--- src/rtl/mtm_codeload_pkg.sv ---
// -----------------------------------------------------------------------------
// mtm_codeload_pkg
// Shared definitions for the boot-time code loader:
//   - state_t        : loader FSM states
//   - BYTES_PER_WORD : data bytes per 32-bit code word (little-endian)
//   - LAST_BYTE_IDX  : byte-counter value of the final byte of a word
//   - CSUM_INIT      : checksum accumulator start value
//   - csum_update()  : running XOR checksum over every frame byte
// -----------------------------------------------------------------------------
package mtm_codeload_pkg;

    typedef enum logic [2:0] {
        SAMPLE,
        LEN0,
        LEN1,
        DATA,
        CSUM,
        DONE,
        ERROR
    } state_t;

    localparam int         BYTES_PER_WORD = 4;
    localparam logic [1:0] LAST_BYTE_IDX  = 2'(BYTES_PER_WORD - 1);
    localparam logic [7:0] CSUM_INIT      = 8'h00;

    function automatic logic [7:0] csum_update(input logic [7:0] acc,
                                               input logic [7:0] b);
        return acc ^ b;
    endfunction

endpackage

--- src/rtl/mtm_codeload_ctrl_word_asm.sv ---
// -----------------------------------------------------------------------------
// mtm_codeload_ctrl_word_asm
// Byte-to-word assembler. Bytes arrive least-significant first and are
// shifted in from the top, so after four bytes the first one sits in [7:0].
// Ports:
//   clk, rst_n     : clock, asynchronous active-low reset
//   byte_vld       : accept byte_data this cycle
//   byte_data[7:0] : incoming byte
//   byte_cnt[1:0]  : index of the next byte within the current word
//   word[31:0]     : assembled word, meaningful while word_vld is high
//   word_vld       : one-cycle strobe, the cycle after the 4th byte
// -----------------------------------------------------------------------------
module mtm_codeload_ctrl_word_asm
    import mtm_codeload_pkg::*;
(
    input  logic        clk,
    input  logic        rst_n,
    input  logic        byte_vld,
    input  logic [7:0]  byte_data,
    output logic [1:0]  byte_cnt,
    output logic [31:0] word,
    output logic        word_vld
);

    // Control: byte counter and completion strobe
    always_ff @(posedge clk or negedge rst_n) begin
        if (!rst_n) begin
            byte_cnt <= 2'd0;
            word_vld <= 1'b0;
        end else begin
            word_vld <= byte_vld && (byte_cnt == LAST_BYTE_IDX);
            if (byte_vld) begin
                byte_cnt <= byte_cnt + 2'd1;
            end
        end
    end

    // Data: shift register, left unreset; consumers gate it with word_vld
    always_ff @(posedge clk) begin
        if (byte_vld) begin
            word <= {byte_data, word[31:8]};
        end
    end

endmodule

--- src/rtl/mtm_codeload_ctrl.sv ---
// -----------------------------------------------------------------------------
// mtm_codeload_ctrl
// Boot-time code loader and code-RAM port arbiter. Holds the core in reset,
// receives LEN_LO, LEN_HI, 4*LEN data bytes and an XOR checksum byte from the
// UART, writes the words to code RAM, then hands the RAM port to the core and
// releases core reset. skip_codeload bypasses loading.
// Optional build macro: CODELOAD_TIMEOUT_EN enables an inter-byte timeout
// of TIMEOUT_CYCLES idle cycles in LEN1/DATA/CSUM.
// Ports:
//   clk, rst_n                 : clock, asynchronous active-low reset
//   skip_codeload              : strap, sampled on the first edge after reset
//   rx_data_valid/rx_data      : UART byte strobe and data
//   rx_error                   : UART framing error strobe
//   core_ram_ce/we/addr/wdata  : core-side RAM request
//   ram_ce/we/addr/wdata       : RAM port (loader before DONE, core after)
//   core_rst_n                 : registered core reset, active low
//   load_done                  : RAM owned by the core
//   load_error                 : sticky load failure
//   words_loaded               : number of words written by the loader
// -----------------------------------------------------------------------------
module mtm_codeload_ctrl
    import mtm_codeload_pkg::*;
#(
    parameter int ADDR_W         = 12,
    parameter int DEPTH          = 4096,
    parameter int TIMEOUT_CYCLES = 1000000
) (
    input  logic              clk,
    input  logic              rst_n,
    input  logic              skip_codeload,
    input  logic              rx_data_valid,
    input  logic [7:0]        rx_data,
    input  logic              rx_error,
    input  logic              core_ram_ce,
    input  logic              core_ram_we,
    input  logic [ADDR_W-1:0] core_ram_addr,
    input  logic [31:0]       core_ram_wdata,
    output logic              ram_ce,
    output logic              ram_we,
    output logic [ADDR_W-1:0] ram_addr,
    output logic [31:0]       ram_wdata,
    output logic              core_rst_n,
    output logic              load_done,
    output logic              load_error,
    output logic [ADDR_W:0]   words_loaded
);

    if (DEPTH < 1 || DEPTH > (1 << ADDR_W) || TIMEOUT_CYCLES < 1) begin : g_param_check
        $error("mtm_codeload_ctrl: DEPTH must be 1..2**ADDR_W and TIMEOUT_CYCLES >= 1");
    end

    state_t      state;
    logic [7:0]  len_lo;
    logic [15:0] len;
    logic [7:0]  acc;

    logic        byte_vld;
    logic [1:0]  byte_cnt;
    logic [31:0] word;
    logic        word_vld;
    logic        last_word;
    logic [15:0] len_rx;
    logic        timed_out;

    assign byte_vld  = (state == DATA) && rx_data_valid && !rx_error;
    assign len_rx    = {rx_data, len_lo};
    // The word being completed is always words_loaded: the previous write has
    // retired at least three cycles before the next word's final byte.
    assign last_word = (32'(words_loaded) == 32'(len) - 32'd1);

    mtm_codeload_ctrl_word_asm u_word_asm (
        .clk       (clk),
        .rst_n     (rst_n),
        .byte_vld  (byte_vld),
        .byte_data (rx_data),
        .byte_cnt  (byte_cnt),
        .word      (word),
        .word_vld  (word_vld)
    );

`ifdef CODELOAD_TIMEOUT_EN
    logic [31:0] to_cnt;

    // Idle-cycle counter; cleared by every byte and while leaving SAMPLE
    always_ff @(posedge clk or negedge rst_n) begin
        if (!rst_n) begin
            to_cnt <= 32'd0;
        end else if (rx_data_valid || state == SAMPLE) begin
            to_cnt <= 32'd0;
        end else if (to_cnt != '1) begin
            to_cnt <= to_cnt + 32'd1;
        end
    end

    assign timed_out = (state inside {LEN1, DATA, CSUM}) && !rx_data_valid &&
                       (to_cnt == 32'(TIMEOUT_CYCLES - 1));
`else
    assign timed_out = 1'b0;
`endif

    // Loader FSM with registered status outputs
    always_ff @(posedge clk or negedge rst_n) begin
        if (!rst_n) begin
            state        <= SAMPLE;
            len_lo       <= 8'd0;
            len          <= 16'd0;
            acc          <= CSUM_INIT;
            words_loaded <= '0;
            load_done    <= 1'b0;
            load_error   <= 1'b0;
            core_rst_n   <= 1'b0;
        end else begin
            load_done  <= (state == DONE);
            core_rst_n <= (state == DONE);
            load_error <= (state == ERROR);

            if (word_vld) begin
                words_loaded <= words_loaded + 1'b1;
            end

            case (state)
                SAMPLE: state <= skip_codeload ? DONE : LEN0;
                LEN0: begin
                    if (rx_error) begin
                        state <= ERROR;
                    end else if (rx_data_valid) begin
                        len_lo <= rx_data;
                        acc    <= csum_update(acc, rx_data);
                        state  <= LEN1;
                    end
                end
                LEN1: begin
                    if (rx_error) begin
                        state <= ERROR;
                    end else if (rx_data_valid) begin
                        len <= len_rx;
                        acc <= csum_update(acc, rx_data);
                        if (32'(len_rx) > 32'(DEPTH)) begin
                            state <= ERROR;
                        end else if (len_rx == 16'd0) begin
                            state <= CSUM;
                        end else begin
                            state <= DATA;
                        end
                    end
                end
                DATA: begin
                    if (rx_error) begin
                        state <= ERROR;
                    end else if (rx_data_valid) begin
                        acc <= csum_update(acc, rx_data);
                        // Leave on the final byte so a checksum byte arriving
                        // back-to-back during the RAM write is not missed.
                        if (byte_cnt == LAST_BYTE_IDX && last_word) begin
                            state <= CSUM;
                        end
                    end
                end
                CSUM: begin
                    if (rx_error) begin
                        state <= ERROR;
                    end else if (rx_data_valid) begin
                        state <= (rx_data == acc) ? DONE : ERROR;
                    end
                end
                default: state <= state;
            endcase

            if (timed_out) begin
                state <= ERROR;
            end
        end
    end

    // RAM port: loader write strobe before DONE, combinational core path after
    always_comb begin
        if (load_done) begin
            ram_ce    = core_ram_ce;
            ram_we    = core_ram_we;
            ram_addr  = core_ram_addr;
            ram_wdata = core_ram_wdata;
        end else begin
            ram_ce    = word_vld;
            ram_we    = word_vld;
            ram_addr  = word_vld ? words_loaded[ADDR_W-1:0] : '0;
            ram_wdata = word_vld ? word : 32'd0;
        end
    end

endmodule

--- config.mk ---
export PLATFORM = sky130hd
export DESIGN_NAME = mtm_codeload_ctrl
export DESIGN_NICKNAME = d
export VERILOG_FILES = /design/src/rtl/mtm_codeload_pkg.sv /design/src/rtl/mtm_codeload_ctrl_word_asm.sv /design/src/rtl/mtm_codeload_ctrl.sv
export SDC_FILE = /design/constraint.sdc
export NUM_CORES = 1
export LEC_CHECK = 0
export BUFFER_PORTS_ARGS = -buffer_cell sky130_fd_sc_hd__clkbuf_2
export CAP_MARGIN = 20
export CORE_UTILIZATION = 30
export CTS_CLUSTER_SIZE = 20
export DETAILED_ROUTE_END_ITERATION = 10
export GPL_TIMING_DRIVEN = 0
export SYNTH_ARGS = -nofsm -noshare
export SYNTH_HDL_FRONTEND = slang
export SYNTH_SLANG_ARGS = --single-unit
--- constraint.sdc ---
create_clock -name clk -period 4.5 [get_ports clk]
set_input_delay 0.9 -clock clk [delete_from_list [all_inputs] [get_ports clk]]
set_output_delay 0.9 -clock clk [all_outputs]
set_load 0.01 [all_outputs]
# --- Yosys cells after proc, flatten, opt, wreduce, memory -nomap -nowiden ---
# Cells that the tools add are included.
classes:
  n_eq_ne: 14
  add_sub_neg: 3
  n_reduce_logical: 13
  n_lt_le_gt_ge: 1
  n_bitwise: 2
  muxes: 20
op_table:
  columns: ["op", "n"]
  rows:
  - ["two-way mux 32 bit", 2]
  - ["two-way mux 3 bit", 12]
  - ["== test 13 x 32 -> 1 bit", 1]
  - ["two-way mux 12 bit", 2]
  - ["subtractor 16 x 1 -> 17 bit, second input constant", 1]
  - ["> comparator 16 x 13 -> 1 bit, second input constant", 1]
  - ["logical NOT 16 bit", 1]
  - ["one-hot mux 3 bit (5 select lines)", 1]
  - ["adder 13 x 1 -> 13 bit, second input constant", 1]
  - ["inequality test 3 bit, second input constant", 4]
  - ["== test 3 bit, second input constant", 3]
  - ["AND reduction 3 bit", 3]
  - ["== test 8 bit", 1]
  - ["bitwise XOR 8 bit", 1]
  - ["== test 3 x 2 -> 1 bit, second input constant", 2]
  - ["AND reduction 6 bit", 1]
  - ["nonzero test 5 bit", 1]
  - ["logical AND 1 bit", 4]
  - ["== test 3 x 1 -> 1 bit, second input constant", 1]
  - ["logical NOT 3 bit", 1]
  - ["inequality test 3 x 2 -> 1 bit, second input constant", 1]
  - ["OR reduction 3 bit", 1]
  - ["adder 2 x 1 -> 2 bit, second input constant", 1]
  - ["== test 2 bit, second input constant", 1]
  - ["other kinds (4)", 5]
word_totals:
  inputBits: 59
  wordCells: 63
  regBits: 85

# --- Logic depth before layout (Yosys ltp) ---
# Gate-level depths: netlist (run 1).
depth:
  word_depth: 7
  ltp_mapped: 10

# --- Modules after synthesis ---
# From an unflattened synthesis (run 1), not the netlist that was laid out.
hier_totals:
  hier_cells: 380
  area_unflattened_um2: 4342.9
by_module_without_submodules:
  columns: ["module", "instances", "seq_area_each_um2", "area_per_inst_um2", "cells_each"]
  rows:
  - ["mtm_codeload_ctrl", 1, 1251.2, 3263.1, 341]
  - ["mtm_codeload_ctrl_word_asm", 1, 1036.0, 1079.8, 39]

# --- Worst setup path before layout (run 1) ---
# OpenSTA, ideal clock, no wires.
synth_timing:
  path_type: "input to register"
  start: "input rx_error"
  end: "register u_word_asm.byte_cnt[1]"
  setup_ps: 126
  path_slack_ps: 1584
  stages: 4
  required_ps: 4374
  t_arrival_ps: 2790
  path_cell_list: "nor3b_1 and3_1 clkbuf_1 mux2_2"
synth_between:
  elab_chain_len: 2
synth_rtl:
  columns: ["element", "line_no", "source"]
  rows:
  - ["start, declared", "mtm_codeload_ctrl.sv:33", "input logic rx_error,"]
  - ["logical NOT 1 bit", "mtm_codeload_ctrl.sv:65", "assign byte_vld = (state == DATA) && rx_data_valid && !rx_error;"]
  - ["logical AND 1 bit", "mtm_codeload_ctrl.sv:65", null]
  - ["named net byte_vld", "mtm_codeload_ctrl.sv:57", "logic byte_vld;"]
  - ["end signal, assigned", "mtm_codeload_ctrl_word_asm.sv:33", "byte_cnt <= byte_cnt + 2'd1;"]
  - ["end, declared", "mtm_codeload_ctrl_word_asm.sv:20", "output logic [1:0] byte_cnt,"]
# The timed path passes the listed nets, and every way through them passes these cells.
# A chain may end at the register's enable or synchronous reset.

# --- Worst setup path in the final report (run 1) ---
layout_timing:
  start: "register u_word_asm.word_vld"
  end: "output ram_wdata[23]"
layout_between:
  elab_chain_len: 2
layout_rtl:
  columns: ["element", "line_no", "source"]
  rows:
  - ["start, declared", "mtm_codeload_ctrl_word_asm.sv:22", "output logic word_vld"]
  - ["start signal, assigned", "mtm_codeload_ctrl_word_asm.sv:31", "word_vld <= byte_vld && (byte_cnt == LAST_BYTE_IDX);"]
  - ["two-way mux 32 bit", "mtm_codeload_ctrl.sv:186", "ram_wdata = word_vld ? word : 32'd0;"]
  - ["two-way mux 32 bit", "mtm_codeload_ctrl.sv:177", "if (load_done) begin"]
  - ["end, declared", "mtm_codeload_ctrl.sv:41", "output logic [31:0] ram_wdata,"]
# No other way between the ends.

==> flow_metrics.py, run 1 <==
metrics = {
    "timing": {
        "finalClockSkew_ns": 0.00732,
        "setup_tns_ns": 0,
        "worst_pin_slew_ns": 0.838,
        "final_max_slew_viol_count": 0,
        "min_period_over_period_pct": 70.1,
        "slew_headroom_pct": 44.1,
        "rsz0062_at_grt": "no",
        "finalHoldViolCount": 0,
        "setup_viol": 0,
        "fin_ws_ns": 1.35,
        "fmax_ghz": 0.317,
        "min_period_ns": 3.15,
    },
    "detailed_routing": {
        "met3_length_um": 603,
        "vias": 3311,
        "drtPass1Iterations": 4,
        "dr_wl_met2_um": 4760,
        "drt-total-wl_um": 10200,
        "wl_met1_um": 4720,
        "highest_layer": "met4",
        "dr.first_iter.drc_count": 172,
        "final_antenna_net_count": 0,
        "drc": 0,
        "post_drt_wl_per_cell_um": 15.2,
        "vias_per_cell": 4.92,
    },
    "cts": {
        "cts_resized": 0,
        "ctsHoldBuffers": 0,
        "clock_latency_ns": 0.35,
        "clkSinkCount": 85,
        "cts_buffers": 9,
        "clk_pin_slew_worst_paths_ns": 0.07,
        "post_cts_buffers": 0,
        "cts_tree": "done",
        "root_buffer": "clkbuf_16",
        "cts.htree.levels": 3,
        "cts.path.max_buffers": 2,
    },
    "layout": {
        "diodes": 0,
        "area_growth_pct": 27.2,
        "drive_gt1_share_pct": 34.5,
        "finish.utilization_pct": 39.0,
        "final_common_cell": "clkbuf_2",
        "stdcell_count": 673,
        "layout_common_cells": "clkbuf_2 (121), dfrtp_1 (53), a22o_1 (42), xnor2_1 (35), edfxtp_1 (32)",
        "nNetsFinal": 550,
    },
    "setup_path": {
        "crit_type": "flop to primary output",
        "worstPathRequired_ns": 3.60,
        "setup.worst_path.start": "u_word_asm.word_vld",
        "worstSetupEndpointType": "primary output",
        "cp_max_fo": 10,
        "r2r-start": "len[0]",
        "crit_arrival_ns": 2.25,
        "start_kind": "flop",
    },
    "run_status": {
        "status": "completed",
    },
    "global_route": {
        "grt_pass1_vias": 3041,
        "overflow": 0,
        "grt_max_degree": 37,
        "grt_antenna_before_repair": 0,
        "grt_pass1_wl_um": 15900,
        "grt_use_total_pct": 14.3,
    },
    "placed_design": {
        "port_buffers": 120,
        "place_ws_ns": 1.61,
        "gp_congestion": 0.842,
        "dp_hpwl_um": 7810,
        "dp.cells": 657,
    },
    "die": {
        "start_util_pct": 30.7,
        "ios": 121,
        "design.core.area_mm2": 0.0139,
        "dieArea_mm2": 0.0147,
        "fp.dieW_um": 121,
        "rows": 43,
        "die_y_um": 121,
    },
    "pwr": {
        "finalPower_mw": 1.64,
        "peakVddDrop_v": 0.000139,
        "power_leakage_nw": 2.53,
        "p_per_area_mw_per_mm2": 302,
    },
    "yosys": {
        "yosys_warnings": 0,
        "synth_top_area_share_pct": 31.1,
        "syn_nets": 418,
        "ys_top_cells_by_area": "dfrtp_1 (31%), edfxtp_1 (23%), a22o_1 (8.6%), xnor2_1 (7.2%), mux2_2 (6.9%)",
        "yosysSeqAreaShare_pct": 53.7,
        "synth_edf_count": 32,
        "yosysTopAreaCell": "dfrtp_1",
        "async_flop_share_pct": 62.4,
        "avgSynthCellArea_um2": 12.0,
        "yosys.cell_types.count": 51,
        "syn-cell-area_mm2": 0.00426,
        "synth-seq-cells": 85,
        "synth_flop_cell": "dfrtp_1",
        "postSynthCellCount": 356,
    },
    "worst_hold_path": {
        "hold_class": "flop to flop",
        "min_from": "u_word_asm.word[11]",
    },
    "flow_run": {
        "maxCapViolations": 0,
    },
}
## layout make-up
class / count / area, µm²
Buffer: 20 / 80.1
Clock buffer: 9 / 225
Clock inverter: 7 / 86.3
Fill cell: 1342 / 8460
Inverter: 7 / 26.3
Multi-Input combinational cell: 244 / 1870
Sequential cell: 85 / 2290
Tap cell: 180 / 225
Timing Repair Buffer: 121 / 621
## power breakdown
group | switching, mW | internal (mW)
combinational | 0.0300 | 0.0273
sequential | 0.00261 | 0.803
clock | 0.329 | 0.444
total | 0.361 | 1.27
## per-layer routing
| metal | vias up | track usage, % |
|---|---|---|
| met1 | 1585 | 18.6 |
| li1 | 1606 | - |
| met5 | - | 0 |
| met4 | 0 | 4.86 |
| met2 | 109 | 23.1 |
| met3 | 11 | 3.38 |
## registers in the layout, indices dropped and copies added (netlist names)
name                 cells
u_word_asm.byte_cnt      2
u_word_asm.word_vld      1
len_lo                   8
acc                      8
u_word_asm.word         32
words_loaded            13
load_error               1
load_done                1
len                     16
state                    3
## worst max-delay path, cell delays in order, from the launching register on
cell and delay, ns:
dfrtp_1 0.32, clkbuf_1 0.31, nor2b_1 0.18, clkbuf_1 0.28, clkbuf_1 0.45, a22o_1 0.23, clkbuf_2 0.14
## cells in the mapped netlist (4+ instances only)
library cell and count:
a21o_1 4, a21oi_1 5, a22o_1 42, and3_1 4, clkbuf_1 18, dfrtp_1 53, edfxtp_1 32, inv_1 7
mux2_2 26, nand2_1 23, nand3_1 13, nand4_1 5, nor2_1 10, nor2b_1 4, nor3_1 8, nor4_1 6
or3_1 4, xnor2_1 35, xor2_1 11
## stage by stage
| step | cell area, µm² | hold slack, ns |
|---|---|---|
| final | 5420 | 0.450 |
| after global routing | 5420 | 0.467 |
| after CTS | 5420 | 0.452 |
| after detailed placement | 5110 | 0.436 |
| after global placement | 5090 | 0.440 |
| after floorplan | 4260 | 0.427 |
## cells by family after synthesis
group | Yosys count | share of synthesized area, %
XOR/XNOR | 46 | 9.46
AO/OA/AOI/OAI | 75 | 14.3
adder cells (fa/ha/maj) | 3 | 0.881
buffers and inverters | 27 | 2.47
AND/OR/NAND/NOR | 91 | 11.7
multiplexers | 29 | 7.58
flip-flops | 85 | 53.7
## path summary, 6_finish.rpt
path | to | slack, ns | depth (start not counted)
setup / recovery | ram_wdata[23] | 1.35 | 6
hold / removal | u_word_asm.word[3] | 0.45 | 0
setup reg to reg | state[2] | 1.64 | 10
hold reg to reg | u_word_asm.word[3] | 0.45 | 0
max in group asynchronous | acc[2] | 3.44 | 2
min in group asynchronous | words_loaded[0] | 0.50 | 1
No activity file was read; power rests on OpenSTA's default activity.
==> run 2, diff against run 1 <==
==> constraint.sdc (replaced) <==
create_clock -name clk -period 3 [get_ports clk]
set_input_delay 0.6 -clock clk [delete_from_list [all_inputs] [get_ports clk]]
set_output_delay 0.6 -clock clk [all_outputs]
set_load 0.01 [all_outputs]
==> flow_metrics.py, run 2 (synthesis results as in run 1) <==
metrics = {
    "run_status": {
        "status": "completed",
    },
    "layout": {
        "finish.utilization_pct": 39.0,
        "top_register": "u_word_asm.word",
        "drive_gt1_share_pct": 34.8,
        "layout_common_cells": "clkbuf_2 (122), dfrtp_1 (53), a22o_1 (42), xnor2_1 (35), edfxtp_1 (32)",
        "nNetsFinal": 549,
        "stdcell_count": 672,
        "area_growth_pct": 27.1,
        "largest_register_ffs": 32,
        "final_common_cell": "clkbuf_2",
        "reg_top3": "u_word_asm.word: 32 flops, len: 16 flops, words_loaded: 13 flops",
        "diodes": 0,
    },
    "global_route": {
        "grt_antenna_before_repair": 0,
        "met1_usage_pct": 18.6,
        "grt_util_met3_pct": 3.38,
        "overflow": 0,
        "busiest_layer": "met2",
        "grt_max_degree": 37,
        "grt_pass1_wl_um": 15900,
        "grt_use_total_pct": 14.3,
        "globalRouteMet2Util_pct": 23.1,
        "grt_pass1_vias": 3041,
    },
    "timing": {
        "min_period_over_period_pct": 93.5,
        "min_period_ns": 2.80,
        "setup_viol": 0,
        "fmax_ghz": 0.357,
        "worst_pin_slew_ns": 0.845,
        "finalHoldViolCount": 0,
        "fin_ws_ns": 0.195,
        "finalClockSkew_ns": 0.00702,
        "slew_headroom_pct": 43.6,
        "final_max_slew_viol_count": 0,
        "rsz0062_at_grt": "no",
    },
    "detailed_routing": {
        "post_drt_wl_per_cell_um": 15.3,
        "drt-total-wl_um": 10300,
        "drtPass1Iterations": 4,
        "dr.first_iter.drc_count": 167,
        "final_antenna_net_count": 0,
        "vias_per_cell": 4.93,
        "vias": 3312,
        "drc": 0,
    },
    "cts": {
        "cts.htree.levels": 3,
        "clock_latency_ns": 0.35,
        "clkSinkCount": 85,
        "cts.path.max_buffers": 2,
        "root_buffer": "clkbuf_16",
        "cts_buffers": 9,
        "ctsHoldBuffers": 0,
        "clk_pin_slew_worst_paths_ns": 0.07,
        "cts_tree": "done",
    },
    "placed_design": {
        "port_buffers": 120,
        "place_ws_ns": 0.145,
        "dp_hpwl_um": 7810,
        "gp_congestion": 0.842,
        "dp.cells": 657,
    },
    "setup_path": {
        "worst-path-buf-inv": 4,
        "worstSetupEndpointType": "primary output",
        "cp_cell_sequence": "clkbuf_1 > nor2b_1 > clkbuf_1 > clkbuf_1 > a22o_1 > clkbuf_2",
        "crit_type": "flop to primary output",
        "critPathMostFrequentCell": "clkbuf_1",
        "start_kind": "flop",
        "cp_top_family": "buffers and inverters",
        "crit_arrival_ns": 2.20,
        "slowest_stage": "clkbuf_1",
        "max_stage_delay_ns": 0.43,
        "worstPathRequired_ns": 2.40,
        "cp_max_fo": 10,
    },
    "die": {
        "start_util_pct": 30.7,
        "ios": 121,
        "dieArea_mm2": 0.0147,
        "die_y_um": 121,
        "design.core.area_mm2": 0.0139,
        "fp.dieW_um": 121,
        "rows": 43,
    },
    "flow_run": {
        "maxCapViolations": 0,
    },
    "pwr": {
        "peakVddDrop_v": 0.000208,
        "power_leakage_nw": 2.53,
        "p_per_area_mw_per_mm2": 453,
    },
    "worst_hold_path": {
        "hold_class": "primary input to async pin",
    },
}
[run 2: changes by cell type in the layout (fill, tap and decap cells not counted), sizes merged]
cell / previous run / this run
clkbuf: 147 / 146
[run 2: worst paths after layout]
path | from | to | slack (ns) | cells past startpoint
worst max-delay path | u_word_asm.word_vld | ram_wdata[12] | 0.20 | 6
worst min-delay path | rst_n | words_loaded[0] | 0.20 | 1
worst max register to register | len[0] | state[2] | 0.24 | 9
worst min register to register | u_word_asm.word[11] | u_word_asm.word[3] | 0.45 | 0
max in group asynchronous | rst_n | acc[2] | 2.24 | 2
min in group clk | u_word_asm.word[11] | u_word_asm.word[3] | 0.45 | 0
[run 2: final cells by class]
| cell class | instances | area [µm²] |
|---|---|---|
| buffer | 19 | 77.6 |
| clock buffer | 9 | 225 |
| clock inverter | 7 | 86.3 |
| fill | 1343 | 8460 |
| inverter | 7 | 26.3 |
| multi-input combinational | 244 | 1870 |
| sequential | 85 | 2290 |
| tap | 180 | 225 |
| timing repair buffer | 121 | 621 |
[run 2: through the flow]
| step | power, mW | TNS [ns] | hold WS, ns | area [µm²] |
|---|---|---|---|---|
| finish | 2.45 | 0 | 0.198 | 5420 |
| global route | 2.53 | 0 | 0.228 | 5420 |
| CTS | 2.49 | 0 | 0.207 | 5420 |
| detailed placement | 1.32 | 0 | 0.436 | 5110 |
| global placement | 1.31 | -4.21 | 0.440 | 5090 |
| floorplan | 1.25 | 0 | 0.304 | 4260 |
[run 2: repair_timing]
action	in CTS	in global routing
hold endpoints to repair	0	0
gates resized for setup	0	2
setup endpoints to repair	0	3
setup buffers	0	0
[run 2: power by group]
| group | total (mW) | leakage [nW] | internal (mW) | switching (mW) |
|---|---|---|---|---|
| clock | 1.16 | 0.151 | 0.665 | 0.493 |
| combinational | 0.0861 | 1.37 | 0.0409 | 0.0451 |
| sequential | 1.21 | 1.01 | 1.20 | 0.00392 |
| total | 2.45 | 2.53 | 1.91 | 0.542 |
[run 2: layer usage]
| layer | share of wire (%) | vias up |
|---|---|---|
| met5 | 0 | - |
| met4 | 1.2 | 0 |
| met2 | 47 | 100 |
| met1 | 47 | 1597 |
| met3 | 5.5 | 11 |
| li1 | - | 1604 |
==> run 3, diff against run 2 <==
--- a/config.mk
+++ b/config.mk
@@ -7,6 +7,7 @@
 export LEC_CHECK = 0
 export BUFFER_PORTS_ARGS = -buffer_cell sky130_fd_sc_hd__clkbuf_2
 export CAP_MARGIN = 20
+export CORE_ASPECT_RATIO = 0.8
 export CORE_UTILIZATION = 30
 export CTS_CLUSTER_SIZE = 20
 export DETAILED_ROUTE_END_ITERATION = 10
==> constraint.sdc (replaced) <==
create_clock -name clk -period 3.6 [get_ports clk]
set_input_delay 0.72 -clock clk [delete_from_list [all_inputs] [get_ports clk]]
set_output_delay 0.72 -clock clk [all_outputs]
set_load 0.01 [all_outputs]
==> flow_metrics.py, run 3 (synthesis results as in run 1) <==
metrics = {
    "global_route": {
        "grt_pass1_vias": 3223,
        "overflow": 0,
        "grt_pass1_wl_um": 16500,
        "grt_antenna_before_repair": 0,
        "grt_max_degree": 36,
        "grt_use_total_pct": 14.9,
    },
    "detailed_routing": {
        "vias": 3404,
        "final_antenna_net_count": 0,
        "drt-total-wl_um": 10800,
        "post_drt_wl_per_cell_um": 16.1,
        "vias_per_cell": 5.06,
        "dr.first_iter.drc_count": 146,
        "drtPass1Iterations": 4,
        "drc": 0,
    },
    "cts": {
        "cts_resized": 0,
        "cts_buffers": 9,
        "ctsHoldBuffers": 0,
        "cts.htree.levels": 3,
        "clk_pin_slew_worst_paths_ns": 0.07,
        "clkSinkCount": 85,
        "post_cts_buffers": 0,
        "root_buffer": "clkbuf_16",
        "cts.path.max_buffers": 2,
        "cts_tree": "done",
        "clock_latency_ns": 0.35,
    },
    "placed_design": {
        "gp_congestion": 0.903,
        "dp_hpwl_um": 8190,
        "placed_cell_area_mm2": 0.00511,
        "dp.cells": 657,
        "place_ws_ns": 0.739,
        "port_buffers": 120,
    },
    "pwr": {
        "power_leakage_nw": 2.52,
        "peakVddDrop_v": 0.000220,
        "p_per_area_mw_per_mm2": 370,
        "finalPower_mw": 2.00,
    },
    "setup_path": {
        "crit_arrival_ns": 2.22,
        "reg2reg_depth": 10,
        "crit_type": "flop to primary output",
        "worstSetupEndpointType": "primary output",
        "r2r-start": "len[0]",
        "cp_max_fo": 10,
        "max_stage_delay_ns": 0.46,
        "slowest_stage": "clkbuf_1",
        "worstPathRequired_ns": 2.88,
        "cp_cell_sequence": "clkbuf_1 > nor2b_1 > clkbuf_1 > clkbuf_1 > a22o_1 > clkbuf_2",
        "start_kind": "flop",
        "critPathMostFrequentCell": "clkbuf_1",
        "reg2reg_slack_ns": 0.74,
        "timing.rr.end": "state[2]",
    },
    "timing": {
        "rsz0062_at_grt": "no",
        "fmax_ghz": 0.340,
        "final_max_slew_viol_count": 0,
        "min_period_over_period_pct": 81.7,
        "finalHoldViolCount": 0,
        "slew_headroom_pct": 45.0,
        "setup_tns_ns": 0,
        "worst_hold_slack_ns": 0.416,
        "fin_ws_ns": 0.659,
        "worst_pin_slew_ns": 0.825,
        "setup_viol": 0,
        "finalClockSkew_ns": 0.00851,
        "min_period_ns": 2.94,
    },
    "die": {
        "rows": 38,
        "start_util_pct": 31.1,
        "fp.dieW_um": 135,
        "design.core.area_mm2": 0.0137,
        "dieArea_mm2": 0.0147,
        "die_y_um": 109,
        "ios": 121,
    },
    "layout": {
        "area_growth_pct": 27.1,
        "finalInstanceArea_mm2": 0.00541,
        "drive_gt1_share_pct": 34.5,
        "final_common_cell": "clkbuf_2",
        "reg_top3": "u_word_asm.word: 32 flops, len: 16 flops, words_loaded: 13 flops",
        "largest_register_ffs": 32,
        "nNetsFinal": 550,
        "layout_common_cells": "clkbuf_2 (121), dfrtp_1 (53), a22o_1 (42), xnor2_1 (35), edfxtp_1 (32)",
        "stdcell_count": 673,
        "top_register": "u_word_asm.word",
        "fill_cells": 1331,
        "diodes": 0,
        "finish.utilization_pct": 39.5,
    },
    "flow_run": {
        "maxCapViolations": 0,
    },
    "run_status": {
        "status": "completed",
    },
    "worst_hold_path": {
        "hold_class": "primary input to async pin",
    },
}
run 3: area by class of cell:
| class | instances | area (µm²) | share of cell area (%) |
|---|---|---|---|
| sequential | 85 | 2290 | 42.2 |
| multi-input combinational | 244 | 1870 | 34.5 |
| timing repair buffer | 121 | 621 | 11.5 |
| clock buffer | 9 | 225 | 4.16 |
| tap | 180 | 225 | 4.16 |
| clock inverter | 7 | 81.3 | 1.50 |
| buffer | 20 | 80.1 | 1.48 |
| inverter | 7 | 26.3 | 0.485 |
run 3: worst max path at each step:
| stage | startpoint | to | slack [ns] |
|---|---|---|---|
| finish | u_word_asm.word_vld | ram_wdata[28] | 0.66 |
| global route | u_word_asm.word_vld | ram_wdata[26] | 0.45 |
| CTS | u_word_asm.word_vld | ram_wdata[28] | 0.62 |
| detailed placement | len[0] | state[2] | 0.74 |
| global placement | rx_error | u_word_asm.byte_cnt[1] | 0.25 |
| floorplan | rx_error | u_word_asm.byte_cnt[1] | 0.86 |
run 3: power breakdown:
group	internal, mW	switching, mW	leakage [nW]
Sequential	1.00	0.00307	1.01
Clock	0.493	0.432	0.149
Combinational	0.0341	0.0397	1.37
run 3: layer usage:
layer | share of wire [%] | global-route usage (%)
met4 | 0.67 | 4.41
met1 | 47 | 19.8
met3 | 7.5 | 4.13
met5 | 0 | 0
met2 | 45 | 23.7
run 3: worst max-delay path: cells and delay by family, from the launching register on:
family                 cells  cell delay [ns]
and+or+nand+nor            1             0.17
DFF                        1             0.32
AOI/OAI and AO/OA          1             0.22
buffers and inverters      4             1.16
